## config.mk

```make
export PLATFORM = sky130hd
export DESIGN_NAME = stream_demux2
export DESIGN_NICKNAME = d
export VERILOG_FILES = /design/src/rtl/stream_demux_pkg.sv /design/src/rtl/stream_fifo.sv /design/src/rtl/stream_demux2.sv
export SDC_FILE = /design/constraint.sdc
export NUM_CORES = 1
export LEC_CHECK = 0
export CORE_AREA = 4 4 95 97
export CTS_CLUSTER_DIAMETER = 100
export DETAILED_ROUTE_END_ITERATION = 10
export DIE_AREA = 0 0 99 101
export PLACE_DENSITY = 0.66
export SLEW_MARGIN = 30
export SYNTH_ARGS = -nofsm -noshare
export SYNTH_HDL_FRONTEND = slang
export SYNTH_SLANG_ARGS = --single-unit
```

## constraint.sdc

```tcl
create_clock -name clk -period 2.9 [get_ports clk]
set_input_delay 0.58 -clock clk [delete_from_list [all_inputs] [get_ports clk]]
set_output_delay 0.58 -clock clk [all_outputs]
set_load 0.02 [all_outputs]
```

## src/rtl/stream_demux_pkg.sv

```systemverilog
// Shared constants and helpers for the two-way stream demultiplexer.
package stream_demux_pkg;

   localparam logic SEL_A = 1'b0;
   localparam logic SEL_B = 1'b1;

   // Ceiling log2 for pointer sizing; evaluated at elaboration only.
   function automatic int clog2(input int value);
      int r;
      r = 0;
      for (int i = 0; i < 32; i++) begin
         if ((1 << r) < value) r++;
      end
      return r;
   endfunction

endpackage

```

## src/rtl/stream_fifo.sv

```systemverilog
// Synchronous FIFO with one extra pointer bit, used to tell full apart from empty.
module stream_fifo
   import stream_demux_pkg::*;
#(
   parameter int WIDTH = 8,
   parameter int DEPTH = 2
) (
   input  logic             clk,
   input  logic             rst,
   input  logic             push,
   input  logic [WIDTH-1:0] push_data,
   output logic             full,
   input  logic             pop,
   output logic [WIDTH-1:0] head_data,
   output logic             empty
);

   localparam int AW = clog2(DEPTH);

   logic [AW:0]                 wr_ptr;
   logic [AW:0]                 rd_ptr;
   logic [DEPTH-1:0][WIDTH-1:0] mem;

   assign empty     = (wr_ptr == rd_ptr);
   assign full      = (wr_ptr[AW] != rd_ptr[AW]) && (wr_ptr[AW-1:0] == rd_ptr[AW-1:0]);
   assign head_data = mem[rd_ptr[AW-1:0]];

   // Guards make the FIFO safe even if a caller ignores full/empty.
   always_ff @(posedge clk) begin
      if (rst) begin
         wr_ptr <= '0;
         rd_ptr <= '0;
         mem    <= '0;
      end else begin
         if (push && !full) begin
            mem[wr_ptr[AW-1:0]] <= push_data;
            wr_ptr              <= wr_ptr + 1'b1;
         end
         if (pop && !empty) rd_ptr <= rd_ptr + 1'b1;
      end
   end

endmodule

```

## src/rtl/stream_demux2.sv

```systemverilog
// Routes one valid/ready stream to output A or B by in_sel, with a FIFO per
// output so a stalled consumer never blocks the other.
module stream_demux2
   import stream_demux_pkg::*;
#(
   parameter int WIDTH = 8,
   parameter int DEPTH = 2,
   parameter int CNT_W = 16
) (
   input  logic             clk,
   input  logic             rst,
   input  logic             in_valid,
   output logic             in_ready,
   input  logic [WIDTH-1:0] in_data,
   input  logic             in_sel,
   output logic             out_a_valid,
   input  logic             out_a_ready,
   output logic [WIDTH-1:0] out_a_data,
   output logic             out_b_valid,
   input  logic             out_b_ready,
   output logic [WIDTH-1:0] out_b_data,
   output logic [CNT_W-1:0] cnt_a,
   output logic [CNT_W-1:0] cnt_b
);

   logic full_a, full_b, empty_a, empty_b;
   logic push_a, push_b, pop_a, pop_b;

   // Registered full only: a full FIFO refuses a push even when it pops in the same cycle.
   assign in_ready = (in_sel == SEL_B) ? !full_b : !full_a;
   assign push_a   = in_valid && in_ready && (in_sel == SEL_A);
   assign push_b   = in_valid && in_ready && (in_sel == SEL_B);

   assign out_a_valid = !empty_a;
   assign out_b_valid = !empty_b;
   assign pop_a       = out_a_valid && out_a_ready;
   assign pop_b       = out_b_valid && out_b_ready;

   stream_fifo #(.WIDTH(WIDTH), .DEPTH(DEPTH)) u_fifo_a (
      .clk       (clk),
      .rst       (rst),
      .push      (push_a),
      .push_data (in_data),
      .full      (full_a),
      .pop       (pop_a),
      .head_data (out_a_data),
      .empty     (empty_a)
   );

   stream_fifo #(.WIDTH(WIDTH), .DEPTH(DEPTH)) u_fifo_b (
      .clk       (clk),
      .rst       (rst),
      .push      (push_b),
      .push_data (in_data),
      .full      (full_b),
      .pop       (pop_b),
      .head_data (out_b_data),
      .empty     (empty_b)
   );

   always_ff @(posedge clk) begin
      if (rst) begin
         cnt_a <= '0;
         cnt_b <= '0;
      end else begin
         if (pop_a) cnt_a <= cnt_a + 1'b1;
         if (pop_b) cnt_b <= cnt_b + 1'b1;
      end
   end

endmodule

```

# Yosys cells after proc, flatten, opt, wreduce, memory -nomap -nowiden
# Index checks and enable logic that the tools add are counted.
word_totals:
  ff_bits: 72
  input_bits: 14
  output_inout_bits: 51
  elab_cells: 57
op_classes:
  n_addsub: 6
  order_cmp: 6
  eq_ne: 6
  mux: 11
  bitwise_logic: 1
  reduce_logical: 17
op_table:
  columns: ["operator", "n"]
  rows:
  - ["$mux W8", 6]
  - ["$add A16 B1 Y16 const B", 2]
  - ["$bwmux W16", 2]
  - ["$demux W8 S1", 2]
  - ["$logic_and A1 B1 Y1", 13]
  - ["$add A2 B1 Y2 const B", 4]
  - ["$lt A1 B2 Y1 const B", 4]
  - ["$eq A2 B2 Y1", 2]
  - ["$logic_not A1 Y1", 4]
  - ["$eq A1 B1 Y1", 2]
  - ["$ge A1 B1 Y1 const B", 2]
  - ["$ne A1 B1 Y1", 2]
  - ["$mux W1", 1]
  - ["$not A1 Y1", 1]

# Logic depth before layout (Yosys ltp)
# Gate-level depths: netlist of the first run.
depth:
  word_depth: 7
  mapped_depth: 6

# By module
# From an unflattened synthesis of the first run, not the netlist that was laid out.
unflattened:
  hier_cells: 448
  hier_area_um2: 4023.9
by_module_without_submodules:
  columns: ["mod", "n_inst", "cells_per_inst", "area_per_inst_um2", "seq_area_each_um2"]
  rows:
  - ["stream_demux2", 1, 168, 1470.2, 640.6]
  - ["stream_fifo at u_fifo_a", 1, 140, 1277.5, 400.4]
  - ["stream_fifo at u_fifo_b", 1, 140, 1276.2, 400.4]

# Worst setup path after synthesis of the first run
# Ideal clock, no wire load.
synth_path:
  kind: "reg2out"
  startpoint: "reg u_fifo_b.wr_ptr[1]"
  endpoint: "out in_ready"
  arrival_ps: 1179
  path_slack_ps: 1141
  stages_incl_launch_ff: 3
  path_buffers: 0
  path_cell_list: "dfxtp_1 -> xor2_1 -> a31oi_1"
synth_between:
  elab_chain_cells: 4
synth_lines:
  columns: ["item", "line_no", "source"]
  rows:
  - ["from (decl)", "stream_fifo.sv:20", "logic [AW:0] wr_ptr;"]
  - ["from (signal assigned)", "stream_fifo.sv:37", "wr_ptr <= wr_ptr + 1'b1;"]
  - ["$ne A1 B1 Y1", "stream_fifo.sv:25", "assign full = (wr_ptr[AW] != rd_ptr[AW]) && (wr_ptr[AW-1:0] == rd_ptr[AW-1:0]);"]
  - ["$logic_and A1 B1 Y1", "stream_fifo.sv:25", null]
  - ["$logic_not A1 Y1", "stream_demux2.sv:30", "assign in_ready = (in_sel == SEL_B) ? !full_b : !full_a;"]
  - ["$mux W1", "stream_demux2.sv:30", null]
  - ["to (decl)", "stream_demux2.sv:13", "output logic in_ready,"]
# No other way between the ends.

# Worst setup path in the final report of the first run
layout_path:
  startpoint: "reg u_fifo_a.rd_ptr[0]"
  endpoint: "out in_ready"
layout_between:
  elab_chain_cells: 4
layout_lines:
  columns: ["item", "line_no", "source"]
  rows:
  - ["from (decl)", "stream_fifo.sv:21", "logic [AW:0] rd_ptr;"]
  - ["from (signal assigned)", "stream_fifo.sv:39", "if (pop && !empty) rd_ptr <= rd_ptr + 1'b1;"]
  - ["$eq A1 B1 Y1", "stream_fifo.sv:25", null]
  - ["$logic_and A1 B1 Y1", "stream_fifo.sv:25", null]
  - ["$logic_not A1 Y1", "stream_demux2.sv:30", null]
  - ["$mux W1", "stream_demux2.sv:30", null]
# No other way between the ends.

==> results of run 1 <==
==> power breakdown <==
| group | internal, mW | switching (mW) | total (mW) |
|---|---|---|---|
| clock | 0.617 | 0.378 | 0.996 |
| sequential | 1.03 | 0.0515 | 1.08 |
| combinational | 0.201 | 0.236 | 0.437 |
==> through the flow <==
step           util [%]  instances  hold WS (ns)  total power [mW]
6_report           52.3        517         0.490              2.51
5_1_grt            52.3        517         0.494              2.62
4_1_cts            52.3        517         0.486              2.54
3_5_place_dp       49.2        501         0.474              1.54
3_3_place_gp       49.1        500         0.466              1.53
2_1_floorplan         -        340         0.454              1.37
==> worst register-to-register path, stage by stage, from the launching register on <==
cell and delay [ns]:
sky130_fd_sc_hd__dfxtp_1 0.67, sky130_fd_sc_hd__xnor2_1 0.29, sky130_fd_sc_hd__a211o_1 0.45, sky130_fd_sc_hd__or4_1 0.51, sky130_fd_sc_hd__a21oi_1 0.15
==> synthesized netlist by cell type <==
cell and n:
sky130_fd_sc_hd__dfxtp_1 72, sky130_fd_sc_hd__nor2_1 55, sky130_fd_sc_hd__mux2i_1 33, sky130_fd_sc_hd__a21oi_1 20
sky130_fd_sc_hd__mux2_2 17, sky130_fd_sc_hd__nand2_1 14, sky130_fd_sc_hd__xor2_1 14, sky130_fd_sc_hd__xnor2_1 13
sky130_fd_sc_hd__o21ai_0 11, sky130_fd_sc_hd__nand3_1 9, sky130_fd_sc_hd__clkbuf_1 8, sky130_fd_sc_hd__inv_1 6
sky130_fd_sc_hd__nand4_1 6, sky130_fd_sc_hd__o211ai_1 6, sky130_fd_sc_hd__o31ai_1 6, sky130_fd_sc_hd__or3_1 6
sky130_fd_sc_hd__or4_1 6, sky130_fd_sc_hd__a211oi_1 4, sky130_fd_sc_hd__and3_1 4, sky130_fd_sc_hd__buf_2 4
sky130_fd_sc_hd__and4_1 3, sky130_fd_sc_hd__a2111o_1 2, sky130_fd_sc_hd__buf_1 2, sky130_fd_sc_hd__ha_1 2
sky130_fd_sc_hd__nand4b_1 2, sky130_fd_sc_hd__nor2b_1 2, sky130_fd_sc_hd__nor3_1 2, sky130_fd_sc_hd__xnor2_2 2
sky130_fd_sc_hd__a2111oi_0 1, sky130_fd_sc_hd__a211o_1 1, sky130_fd_sc_hd__a211oi_4 1, sky130_fd_sc_hd__a21o_1 1
sky130_fd_sc_hd__a31oi_1 1, sky130_fd_sc_hd__buf_6 1, sky130_fd_sc_hd__o2111ai_1 1, sky130_fd_sc_hd__o21ai_1 1
sky130_fd_sc_hd__or3_2 1
==> flip-flops by register name, summed over array words and instances, names as in the netlist <==
name,count
cnt_a,16
cnt_b,16
u_fifo_a.mem,16
u_fifo_b.mem,16
u_fifo_a.rd_ptr,2
u_fifo_a.wr_ptr,2
u_fifo_b.rd_ptr,2
u_fifo_b.wr_ptr,2
==> layer usage <==
metal	GRT usage [%]	up-vias	wire length (µm)
met5	0	-	0
li1	-	1345	-
met4	4.73	0	73
met3	3.39	6	306
met1	19.3	1255	3430
met2	24.4	48	3410
==> worst max path at each step <==
| stage | start | endpoint | slack (ns) | cells after the start |
|---|---|---|---|---|
| finish | u_fifo_a.rd_ptr[0]$_SDFFE_PP0P_ | in_ready | 0.16 | 4 |
| global route | u_fifo_a.rd_ptr[0]$_SDFFE_PP0P_ | in_ready | 0.03 | 4 |
| CTS | u_fifo_a.rd_ptr[0]$_SDFFE_PP0P_ | in_ready | 0.09 | 4 |
| detailed placement | in_sel | in_ready | 0.35 | 4 |
| global placement | in_sel | in_ready | 0.38 | 4 |
| floorplan | u_fifo_b.wr_ptr[1]$_SDFFE_PP0P_ | in_ready | 1.14 | 2 |
==> placed cells by master, fill, tap and decap left out, drive strengths merged, types with 12 or more instances in the layout <==
master         count
dfxtp             72
clkdlybuf4s50     63
nor2              55
mux2i             33
a21oi             20
mux2              17
xnor2             15
xor2              14
nand2             14
o21ai             12
==> cell type report <==
type	instances	area [µm²]
fill	777	3880
multi-input combinational	247	1710
sequential	72	1440
timing repair buffer	71	701
clock buffer	11	151
tap	105	131
clock inverter	5	103
inverter	6	22.5
==> kinds of logic (layout without fill, tap and decap cells) <==
| kind of cell | after synthesis | in the layout | synth area share, % |
|---|---|---|---|
| compound gates | 56 | 56 | 11.2 |
| xor+xnor | 29 | 29 | 8.32 |
| fa+ha+maj | 2 | 2 | 0.774 |
| buf+inv | 21 | 93 | 2.82 |
| flops | 72 | 72 | 44.6 |
| mux | 50 | 50 | 16.1 |
| simple gates | 110 | 110 | 16.2 |
==> results by stage, run 1 <==
Synth:
- The number of nets handed over by synthesis was between 300 and 400.
- Yosys attributes the largest share of cell area to sky130_fd_sc_hd__dfxtp_1 (45%), sky130_fd_sc_hd__mux2i_1 (10%), sky130_fd_sc_hd__nor2_1 (6.4%), sky130_fd_sc_hd__mux2_2 (5.9%), sky130_fd_sc_hd__xor2_1 (3.8%).
- The count of different cell masters after synthesis is 37.
- Counting flops and latches in the post-synthesis netlist gives between 70 and 80.
- Each instance of the synthesized netlist takes up on average between 9 and 10 µm².
- Synthesis produced a netlist whose cell count is 340.
- The cell area that synthesis handed to floorplanning was 3230 µm².
- The number of warnings issued by yosys is 0.
- Of the post-synthesis cell area, the dominant cell type holds between 40% and 50%.
- The share of the Yosys chip area taken by registers is 44.6%.
- The synthesized design spends more area on one cell type than any other, namely sky130_fd_sc_hd__dfxtp_1.

Timing:
- The achievable frequency is ~0.36 GHz.
- The setup TNS after final layout is 0 ns.
- The worst path in the final design needs a cycle of around 2.7 ns, including I/O delays and setup.
- Setup violations remaining at the end of the flow were counted as 0.
- The clock tree skew after final layout is about 0.0052 ns.
- The worst setup slack after layout is between 0.15 and 0.2 ns.
- The portion of the clock cycle consumed by the worst path in the final layout is a little over nine tenths.
- The normalized max-slew margin is a little over half.
- The total count of hold-check failures in the final report came to 0.
- The number of max-slew violations in the final report was 0.
- Setup repair after global routing left no endpoint under its margin.
- The measured slew at the worst slew-check pin is just over 0.7 ns.

Drt:
- The detail route stage leaves a number of antenna-violating nets equal to 0.
- The final wirelength is ~7200 µm.
- The initial detailed-routing violation count is ~80.
- The detailed-route DRC error count is 0.
- In the final routed layout, each cell accounts on average for roughly 14 µm.
- After detailed routing, the number of vias per cell comes to around 5.1.
- The via count is around 2700.
- The total iterations of the first detailed-routing run is 4.

Global routing:
- The via count of the first global-routing pass is ~2600.
- Entering global routing, the biggest net connects 39 pins.
- The first global-routing pass estimated 12200 µm of wire.
- The overall track demand over capacity in global routing is between 10% and 20%.
- The total congestion overflow after global routing is 0.
- The initial antenna violation count is 0.

Critical path:
- STA puts the critical path data required time at around 2.3 ns.
- The origin of the critical flop-to-flop path is u_fifo_a.rd_ptr[0]$_SDFFE_PP0P_.
- Of all nets on the critical path, the largest fanout is 12.
- The setup slack of the worst register-to-register path is 0.76 ns.
- The critical path in this run is classified as flip-flop to output pin.
- The highest-delay cell along the critical path is sky130_fd_sc_hd__dfxtp_1.
- STA puts the critical path data arrival time at 2.16 ns.
- Together, buffers and inverters on the worst path number 1.
- The startpoint class of the critical path is a flip-flop.
- STA classifies the critical path endpoint as an output pin.
- The largest single stage delay on the critical path is 0.67 ns.
- The critical path goes through xor2_1, nor3_1, a31oi_1, clkdlybuf4s50_1.
- The worst register-to-register path has a depth of 4.
- The endpoint of the worst register-to-register path is cnt_a[11]$_SDFFE_PP0P_.
- Grouping stages by cell kind, the critical path spends the most delay in flip-flops.

Power:
- For this design the ratio of total power to cell area is 590 nW/µm².
- IR analysis of the VDD net gives a maximum drop of 0.406 mV.
- Summed over all cells, the static leakage comes to around 1.6 nW.

Worst hold path:
- The hold path startpoint is cnt_b[15]$_SDFFE_PP0P_.
- The path with the worst hold slack has its endpoint at cnt_b[15]$_SDFFE_PP0P_.
- The path class of the tightest hold or removal check is flip-flop to flip-flop.
- The worst hold path passes through 2 cells.

Layout:
- The synthesis-to-finish area growth is 31.6%.
- The final instance area is approximately 4300 µm².
- At the end of the flow, the number of nets in the layout was around 420.
- The proportion of layout cells with a drive suffix above 1 is between 10% and 20%.
- The number of antenna diodes in the final layout is 0.

Floorplan:
- In this run the horizontal extent of the chip is approximately 99 µm.
- For this configuration, the core starts out at a cell density of between 30% and 40%.
- The core box area is about 8100 µm².
- The height of the chip is ~100 µm.
- The floorplan step defined a die boundary enclosing ~10000 µm².
- The number of top-level pins is 65.
- The floorplan has 33 rows.

CTS:
- After clock tree synthesis, the repair step resized 0 gates.
- The CTS tree is done.
- The count of clock tree sinks is between 70 and 80.
- The clock tree buffer depth is 2.
- The clock transition at the register clock pins on the worst setup and hold paths after CTS is ~0.08 ns.
- The post-CTS setup buffer count is 0.
- The number of CTS-inserted buffers is 9.
- The later pin in the worst-skew pair is clocked with a latency of about 0.33 ns.
- Clock tree synthesis selected as its root buffer the cell sky130_fd_sc_hd__clkbuf_8.
- The H-tree depth is 3.
- The number of hold buffers added after CTS is 0.

Placement:
- The cell area reported after detailed placement is 4000 µm².
- Once detailed placement completed, the half-perimeter wirelength came to around 5100 µm.
- The routability-driven placement congestion ratio is approximately 0.76.
- In this run the tool buffered the top-level ports with 64 buffer cells.
- Before CTS, the worst setup slack after placement is roughly 0.35 ns.

Flow run:
- Across the run, the number of max-cap violations was 0.

Outcome:
- The run finished with clean final reports.
(Power assumes the default switching activity.)
==> inputs of run 2 (changes only) <==
--- a/config.mk
+++ b/config.mk
@@ -6,6 +6,7 @@
 export NUM_CORES = 1
 export LEC_CHECK = 0
 export CORE_AREA = 4 4 95 97
+export CTS_BUF_LIST = sky130_fd_sc_hd__clkbuf_2 sky130_fd_sc_hd__clkbuf_4 sky130_fd_sc_hd__clkbuf_8
 export CTS_CLUSTER_DIAMETER = 100
 export DETAILED_ROUTE_END_ITERATION = 10
 export DIE_AREA = 0 0 99 101
==> results of run 2 <==
No change in the layout: final DEF, timing and power equal those of run 1.
==> inputs of run 3 (changes only) <==
--- a/config.mk
+++ b/config.mk
@@ -5,12 +5,14 @@
 export SDC_FILE = /design/constraint.sdc
 export NUM_CORES = 1
 export LEC_CHECK = 0
-export CORE_AREA = 4 4 95 97
+export CELL_PAD_IN_SITES_DETAIL_PLACEMENT = 1
+export CELL_PAD_IN_SITES_GLOBAL_PLACEMENT = 2
+export CORE_AREA = 4 4 102 104
 export CTS_BUF_LIST = sky130_fd_sc_hd__clkbuf_2 sky130_fd_sc_hd__clkbuf_4 sky130_fd_sc_hd__clkbuf_8
 export CTS_CLUSTER_DIAMETER = 100
 export DETAILED_ROUTE_END_ITERATION = 10
-export DIE_AREA = 0 0 99 101
-export PLACE_DENSITY = 0.66
+export DIE_AREA = 0 0 106 108
+export PLACE_DENSITY = 0.87
 export SLEW_MARGIN = 30
 export SYNTH_ARGS = -nofsm -noshare
 export SYNTH_HDL_FRONTEND = slang
==> results by stage, run 3 (synthesis results as in run 1) <==
Outcome:
- The run finished with clean final reports.

Floorplan:
- The initial standard-cell utilization of the core is 33.9% (-5.9 points).
- The number of top-level pins is 65 (unchanged).
- The core box area is 9550 µm² (+17%).
- The width of the chip is 106 µm (+7.1%).
- The row count is 36 (+9.1%).
- The height of the chip is 108 µm (+6.9%).
- The floorplan die area is 11400 µm² (+14%).

Critical path:
- The arrival time of data at the critical path endpoint is 2.10 ns (-0.06 ns).
- STA classifies the critical path startpoint as a flip-flop.
- The critical path goes through xnor2_2, a31oi_1, clkdlybuf4s50_1.
- The critical path capture point type is an output pin.
- The required time of the critical path is 2.32 ns (about the same).
- The setup slack of the worst register-to-register path is 0.90 ns (+0.14 ns).
- The longest individual stage delay on the worst path is 0.63 ns (-0.04 ns).
- The largest fanout on the critical path was 9 (-3).
- By startpoint and endpoint, the worst setup path is classified as flip-flop to output pin.
- Grouping stages by cell kind, the critical path spends the most delay in buffers and inverters.
- The slowest stage of the critical path is the sky130_fd_sc_hd__clkdlybuf4s50_1 cell.
- The worst path buffer plus inverter count is 1 (unchanged).

Drt:
- The final routed wire length divided by cell count came to 15.1 µm (+7.8%).
- The via count came to 2732 (+2.9%).
- The post-detailed-route count of antenna-violating nets is 0 (unchanged).
- The via density per instance is 4.99 (-2.7%).
- The routed length on met3 is 343 µm (+12%).
- The met2 routed wirelength is 3940 µm (+15%).
- The total iterations of the first detailed-routing run came to 4 (unchanged).
- The final wirelength was 8240 µm (+14%).
- The routed metal-1 wire length is 3860 µm (+13%).
- The initial detailed-routing violation count is 76 (-3.8%).
- The detailed-route DRC error count is 0 (unchanged).
- Routed signal wires occupy layers up through met4.

Layout:
- The area used by sequential logic in the layout is 1440 µm² (unchanged).
- The count of antenna diodes in the layout is 0 (unchanged).
- The library cells used most frequently in the layout, excluding fill and tap cells, are sky130_fd_sc_hd__dfxtp_1 (72), sky130_fd_sc_hd__clkdlybuf4s50_1 (63), sky130_fd_sc_hd__nor2_1 (55).
- The synthesis-to-finish area growth is 31.4%.
- The proportion of layout cells with a drive suffix above 1 is 11.6% (+0.43 points).
- The fraction of the core area covered by cells at the end of the flow is 44.5% (-7.8 points).
- The multi-input logic area came to 1710 µm² (unchanged).
- The final instance area is 4250 µm² (-0.18%).
- The number of inserted filler cells in the final layout was 1110 (+43%).
- The final net count came to 425 (+0.47%).
- The final cell count without fillers is 547 (+5.8%).
- Leaving out fill and tap cells, the most frequent cell in the layout is sky130_fd_sc_hd__dfxtp_1.

Global routing:
- The via count of the first global-routing pass is 2707 (+5.7%).
- The largest net degree at the start of global routing was 32 (-18%).
- The wire length of the first global-routing pass is 13600 µm (+12%).
- The total congestion overflow after global routing is 0 (unchanged).
- The initial antenna violation count is 0 (unchanged).
- The overall track demand over capacity in global routing is 14.7% (-0.18 points).

Placement:
- The half-perimeter wire length after detailed placement is 5890 µm (+17%).
- The cell count after placement came to 531 (+6.0%).
- The cell area reported after detailed placement came to 4040 µm² (+0.94%).
- The count of buffers inserted at the top-level ports was 64 (unchanged).
- The routability-driven placement congestion ratio came to 0.745 (-2.5%).

Timing:
- The normalized max-slew margin came to 54.8% (+2.7 points).
- The number of max-slew violations in the final report was 0 (unchanged).
- The portion of the clock cycle consumed by the worst path in the final layout is 92.4% (-2.2 points).
- The shortest period the worst path allows came to 2.68 ns (-0.0646 ns).
- Setup repair after global routing left no endpoint under its margin.
- The total count of hold-check failures in the final report was 0 (unchanged).
- The count of endpoints failing setup in the final report is 0 (unchanged).
- The clock tree skew after final layout is 0.0136 ns (+0.00843 ns).
- The setup TNS after final layout came to 0 ns (unchanged).
- The achievable frequency came to 0.373 GHz (+2.4%).
- The worst hold-check slack is 0.489 ns (-0.00155 ns).
- The measured slew at the worst slew-check pin came to 0.676 ns (-0.0428 ns).

Flow run:
- The total of max-cap violations came to 0 (unchanged).

CTS:
- The insertion delay of the later-clocked pin in the worst-skew pair came to 0.35 ns (+0.02 ns).
- The clock tree buffer depth is 2 (unchanged).
- The post-CTS setup buffer count is 0 (unchanged).
- The number of hold buffers added after CTS was 0 (unchanged).
- The count of clock tree sinks was 72 (unchanged).
- The H-tree depth came to 3 (unchanged).
- The number of CTS-inserted buffers is 9 (unchanged).
- The clock transition at the register clock pins on the worst setup and hold paths after CTS is 0.08 ns (about the same).
- The tree is rooted in a sky130_fd_sc_hd__clkbuf_8.
- The number of instances resized during post-cts repair is 0 (unchanged).
- TritonCTS built the clock tree.

Power:
- The worst IR drop on VDD is 0.252 mV (-38%).
- The total power divided by cell area is 560 nW/µm² (-5.1%).
- The static leakage is 1.56 nW (-1.2%).

Worst hold path:
- The type of the most critical hold path is flip-flop to flip-flop.
run 3: changes by cell type in the layout (fill, tap and decap cells not counted):
cell	change
sky130_fd_sc_hd__buf_4	+3
sky130_fd_sc_hd__inv_6	+2
sky130_fd_sc_hd__inv_8	+2
sky130_fd_sc_hd__buf_12	-1
sky130_fd_sc_hd__clkinv_2	-1
sky130_fd_sc_hd__clkinvlp_4	+1
sky130_fd_sc_hd__clkbuf_8	-2
sky130_fd_sc_hd__bufinv_16	-2
run 3: path summary, 6_finish.rpt:
check | start | to | depth (start not counted)
worst max-delay path | u_fifo_b.rd_ptr[0]$_SDFFE_PP0P_ | in_ready | 3
worst max register to register | u_fifo_b.rd_ptr[0]$_SDFFE_PP0P_ | u_fifo_b.mem[2]$_SDFFE_PP0P_ | 4
worst min-delay path | cnt_a[15]$_SDFFE_PP0P_ | cnt_a[15]$_SDFFE_PP0P_ | 2
worst min register to register | cnt_a[15]$_SDFFE_PP0P_ | cnt_a[15]$_SDFFE_PP0P_ | 2
run 3: area by class of cell:
type                       instances  share of cell area [%]
inverter                           6                   0.530
timing repair buffer              73                    16.5
multi-input combinational        247                    40.2
sequential                        72                    33.9
clock buffer                       9                    2.92
clock inverter                     7                    2.00
tap                              133                    3.92
run 3: per-stage QoR:
| step | setup slack [ns] | power [mW] |
|---|---|---|
| floorplan | 1.14 | 1.37 |
| global placement | 0.384 | 1.54 |
| detailed placement | 0.331 | 1.55 |
| CTS | 0.173 | 2.41 |
| global route | 0.0912 | 2.49 |
| finish | 0.221 | 2.38 |
run 3: worst min-delay path, cell delays in order (launching register included):
cell                      delay, ns
sky130_fd_sc_hd__dfxtp_1       0.33
sky130_fd_sc_hd__o31ai_1       0.07
sky130_fd_sc_hd__a21oi_1       0.06
run 3: where the power goes:
| part | switching, mW | total, mW | internal, mW |
|---|---|---|---|
| sequential | 0.0513 | 1.08 | 1.03 |
| combinational | 0.240 | 0.443 | 0.203 |
| clock | 0.440 | 0.856 | 0.415 |
| total | 0.732 | 2.38 | 1.65 |
run 3: routing by layer:
layer	global-route usage (%)	up-vias
li1	-	1348
met1	19.0	1327
met2	24.3	47
met3	3.16	10
met4	5.00	0
met5	0	-
